## config.mk

```make
export PLATFORM = sky130hd
export DESIGN_NAME = alu_mul_seq
export DESIGN_NICKNAME = d
export VERILOG_FILES = /design/src/rtl/alu_pkg.sv /design/src/rtl/alu_mul_seq.sv
export SDC_FILE = /design/constraint.sdc
export NUM_CORES = 1
export LEC_CHECK = 0
export CORE_ASPECT_RATIO = 1.75
export CORE_UTILIZATION = 45
export DETAILED_ROUTE_END_ITERATION = 10
export PLACE_DENSITY = 0.8
export SLEW_MARGIN = 20
export SYNTH_ARGS = -nofsm -noshare
export SYNTH_HDL_FRONTEND = slang
export SYNTH_SLANG_ARGS = --single-unit
```

## constraint.sdc

```tcl
create_clock -name clk -period 1.82 [get_ports clk]
set_input_delay 0.182 -clock clk [delete_from_list [all_inputs] [get_ports clk]]
set_output_delay 0.182 -clock clk [all_outputs]
set_load 0.05 [all_outputs]
```

## src/rtl/alu_pkg.sv

```systemverilog
// Shared ALU definitions: aluop encodings [inva invb ci op1 op0], datapath width
// and the multiplier sequencer state type.
package alu_pkg;
    localparam int ALU_WIDTH = 16;

    localparam logic [4:0] ALUOP_AND = 5'b00000;
    localparam logic [4:0] ALUOP_OR  = 5'b00001;
    localparam logic [4:0] ALUOP_ADD = 5'b00010;
    localparam logic [4:0] ALUOP_SUB = 5'b01110;
    localparam logic [4:0] ALUOP_SLT = 5'b01111;
    localparam logic [4:0] ALUOP_NOR = 5'b11000;

    typedef enum logic [1:0] {IDLE, RUN, DONE} mul_state_t;
endpackage

```

## src/rtl/alu_mul_seq.sv

```systemverilog
// Shift-add multiplier sequencer driving the shared ripple ALU, one add per cycle.
// Optional MUL_EARLY_EXIT_EN: leave RUN as soon as no multiplier bits remain.
module alu_mul_seq
    import alu_pkg::*;
#(
    parameter int WIDTH = ALU_WIDTH,
    parameter int ITER  = WIDTH
) (
    input  logic             clk,
    input  logic             rst,
    input  logic             start,
    input  logic [WIDTH-1:0] opa,
    input  logic [WIDTH-1:0] opb,
    output logic [4:0]       alu_aluop,
    output logic [WIDTH-1:0] alu_a,
    output logic [WIDTH-1:0] alu_b,
    input  logic [WIDTH-1:0] alu_result,
    input  logic             alu_ovf,
    output logic             busy,
    output logic             done,
    output logic [WIDTH-1:0] product,
    output logic             ovf
);
    localparam int CW = (ITER > 1) ? $clog2(ITER) : 1;

    mul_state_t       state, state_n;
    logic [WIDTH-1:0] acc, mcand, mplier, acc_add, prod_r;
    logic [CW-1:0]    cnt;
    logic             ovf_r, last;

    assign alu_aluop = ALUOP_ADD;
    assign alu_a     = acc;
    assign alu_b     = mcand;
    assign busy      = (state == RUN);
    assign done      = (state == DONE);
    assign product   = prod_r;
    assign ovf       = ovf_r;

    // ALU sum is only committed when the current multiplier bit is set
    assign acc_add = mplier[0] ? alu_result : acc;

`ifdef MUL_EARLY_EXIT_EN
    assign last = (cnt == CW'(ITER - 1)) || (mplier[WIDTH-1:1] == '0);
`else
    assign last = (cnt == CW'(ITER - 1));
`endif

    always_ff @(posedge clk) begin
        if (rst) state <= IDLE;
        else     state <= state_n;
    end

    always_comb begin
        state_n = state;
        case (state)
            IDLE:    if (start) state_n = RUN;
            RUN:     if (last)  state_n = DONE;
            DONE:    state_n = IDLE;
            default: state_n = IDLE;
        endcase
    end

    always_ff @(posedge clk) begin
        if (rst) begin
            acc    <= '0;
            mcand  <= '0;
            mplier <= '0;
            cnt    <= '0;
            prod_r <= '0;
            ovf_r  <= 1'b0;
        end else begin
            case (state)
                IDLE: if (start) begin
                    acc    <= '0;
                    mcand  <= opa;
                    mplier <= opb;
                    cnt    <= '0;
                    ovf_r  <= 1'b0;
                end
                RUN: begin
                    acc    <= acc_add;
                    if (mplier[0]) ovf_r <= ovf_r | alu_ovf;
                    mcand  <= mcand << 1;
                    mplier <= mplier >> 1;
                    cnt    <= cnt + 1'b1;
                    if (last) prod_r <= acc_add;
                end
                default: ;
            endcase
        end
    end
endmodule

```

==> run metrics <==
status=finished, final reports clean; share of layout cells above drive strength 1=under 10%; Inserted Clock Buffers=9; Reg power frac=39.7%; Routed WL=just under 8 mm; Initial Util=46.9%; Rel. slew slack=between 60 and 70%; switching portion of total power=25.2%; DRC viols=0; Die ar.=7220 sq um; Nets=roughly 500; crit path launch type=register; met3 WL=around 360 um; Fmax=0.576 GHz; fin cells=~530; diode count=0; die height=112 um; commonest non-fill, non-tap cell in the layout=clkdlybuf4s50_1; met2 routed WL=around 4.0 mm; Lkg Pwr=~1.7 nW; CP peak stage delay=approximately 0.42 ns; largest net degree at the start of global routing=39; CP max-delay cell=dfxtp_1; multi-input logic area=approximately 1400 sq um; # clock sinks=71; global-route wire length before repair=12.7 mm; Netlist Area Pre-Place=between 3000 and 4000 sq um; final RePlAce weighted congestion=between 0.7 and 0.8; worst-path cell chain=buf_4 > nand2b_2 > clkinv_4 > buf_4; Worst Setup Path Type=reg -> out; critical path's top delay family=buffers and inverters; RSZ-0062 raised after global routing=no; Final Hold Fails=0; PortBufs=102; number of global-route vias before repair=2766; Post-DRT Antenna Nets=0; 1st-iter DRT viols=199; Syn Area/Cell=8.96 sq um; yosys warns=0; Min Clock Period, post-route=1.74 ns; 1st-pass router iterations=4; row count=39; Power Density=roughly 950 nW/um^2; commonest cells after routing, fill and taps aside=clkdlybuf4s50_1, dfxtp_1, a21oi_1; Yosys reg bits=71; MaxCap Viol Count=0; Max Slew Vio Count=0; crit end category=primary output; via count=2866; post-DR vias/cell=around 5.4; Internal=3.17 mW; die extent in x=64.7 um; register area=1420 sq um; Layout Area Growth over Synthesis=44.6%; Netlist cell types=34; CTS tree=yes; total global routing overflow=0; Fill cells=551; initial antenna violation count=0; maximum VDD drop=0.506 mV; GRT Total Usage=22.3%; H-tree depth=3; fin crit share=between 90% and 100%; Hold Path Class=in -> reg; Clk pwr share=44.1%; Top Ports=108; Max Clock Skew=0.00555 ns; Clk pin slew, worst setup/hold paths=0.05 ns; Worst Path Required=1.64 ns; highest metal used=met4; met1 WL=3.26 mm; wire per inst=approximately 15 um; # setup viols final=0; register area share after synthesis=between 40 and 50%; NetSw=~1.1 mW; CP bufs+invs=3; Comb pwr share=about 16%; Clk Latency, worst-skew pair=0.32 ns; postcts setup bufs=0; clock tree root driver cell=clkbuf_16; Worst-Margin Slew=0.530 ns; Crit path arrival time=1.56 ns; Cells after Synth=roughly 350; CP dominant cell by count=buf_4; Max clock buf depth=2; post-DP HPWL=between 5 and 6 mm; placed cells=510; Core Area=6590 sq um; TNS Setup=0 ns; CP max FO=35
power by group through the flow:
| stage | combinational (mW) | sequential [mW] | clock (mW) |
|---|---|---|---|
| detailed placement | 0.678 | 1.71 | 0 |
| finish | 0.684 | 1.68 | 1.87 |
| global route | 0.734 | 1.69 | 1.97 |
| floorplan | 0.307 | 1.84 | 0 |
| global placement | 0.670 | 1.71 | 0 |
| CTS | 0.687 | 1.68 | 1.90 |
sequential cells by signal, indices dropped and copies added, names as in the netlist:
name	cells
alu_a	16
alu_b	16
mplier	16
product	16
cnt	4
state	2
ovf	1
area by class of cell:
class	instances	share of cell area [%]
flip-flops and latches	71	31.8
clock buffers	12	5.52
clock inverters	4	1.74
well taps	82	2.30
multi-input cells	239	32.3
repair buffers	117	26.1
inverters	2	0.280
final timing paths:
path	startpoint	to	slack, ns	cells past startpoint
worst max-delay path	state[0]$_SDFFE_PP0P_	busy	0.08	4
worst min-delay path	rst	product[13]$_SDFFE_PP0P_	0.23	2
worst max register to register	cnt[0]$_SDFFE_PP0P_	product[8]$_SDFFE_PP0P_	0.10	4
worst min register to register	product[15]$_SDFFE_PP0P_	product[15]$_SDFFE_PP0P_	0.48	2
cell families (layout without fill, tap and decap cells):
logic type | after synthesis | after routing | share of synthesized area (%)
AND/OR/NAND/NOR | 96 | 97 | 14.7
buffers and inverters | 39 | 135 | 8.09
flip-flops | 71 | 71 | 46.0
adder cells (fa/ha/maj) | 1 | 1 | 0.405
other | 2 | 5 | 0.243
AO/OA/AOI/OAI | 119 | 119 | 25.0
multiplexers | 17 | 17 | 5.67
repair_timing:
item                                    4_1_cts  5_1_grt
gates cloned                                  0        1
hold buffers                                  0        0
endpoints found under the setup margin        1        6
gates resized for setup                       1        1
pin swaps                                     0        1
per-layer routing:
layer / vias to the layer above / global-route usage [%]
li1: 1415 / -
met1: 1334 / 26.9
met2: 98 / 36.8
met3: 19 / 4.20
met4: 0 / 11.7
met5: - / 0
stage by stage:
step | utilization, % | power, mW | area (sq um) | setup WS [ns] | hold WS (ns)
3_5_place_dp | 62.6 | 2.39 | 4130 | 0.163 | 0.472
3_3_place_gp | 62.6 | 2.38 | 4130 | 0.277 | 0.464
4_1_cts | 67.6 | 4.26 | 4450 | 0.108 | 0.221
6_report | 67.8 | 4.24 | 4470 | 0.0826 | 0.230
2_1_floorplan | - | 2.14 | 3100 | 0.407 | 0.315
5_1_grt | 67.8 | 4.40 | 4470 | 0.00400 | 0.234
Yosys cell counts, drive strengths merged:
library cell   n  area (sq um)
ha             1          12.5
a22oi          3          22.5
clkbuf        11          42.5
a22o          16           140
a21oi         48           252
nand2b         2          15.0
o211a          1          10.0
nor3b          2          26.3
mux2           1          15.0
nand2         33           124
nor2          36           135
o21ba          1          10.0
inv            1          3.75
a211oi        30           225
conb           2          7.51
clkinv         1          5.00
o21bai         1          11.3
mux2i         16           160
o21ai         16          80.1
a31oi          2          12.5
a311oi         1          8.76
or3           17           106
nand4          1          21.3
dfxtp         71          1420
buf           26           199
nand3          2          10.0
nor3           3          15.0
(Power assumes the default switching activity.)
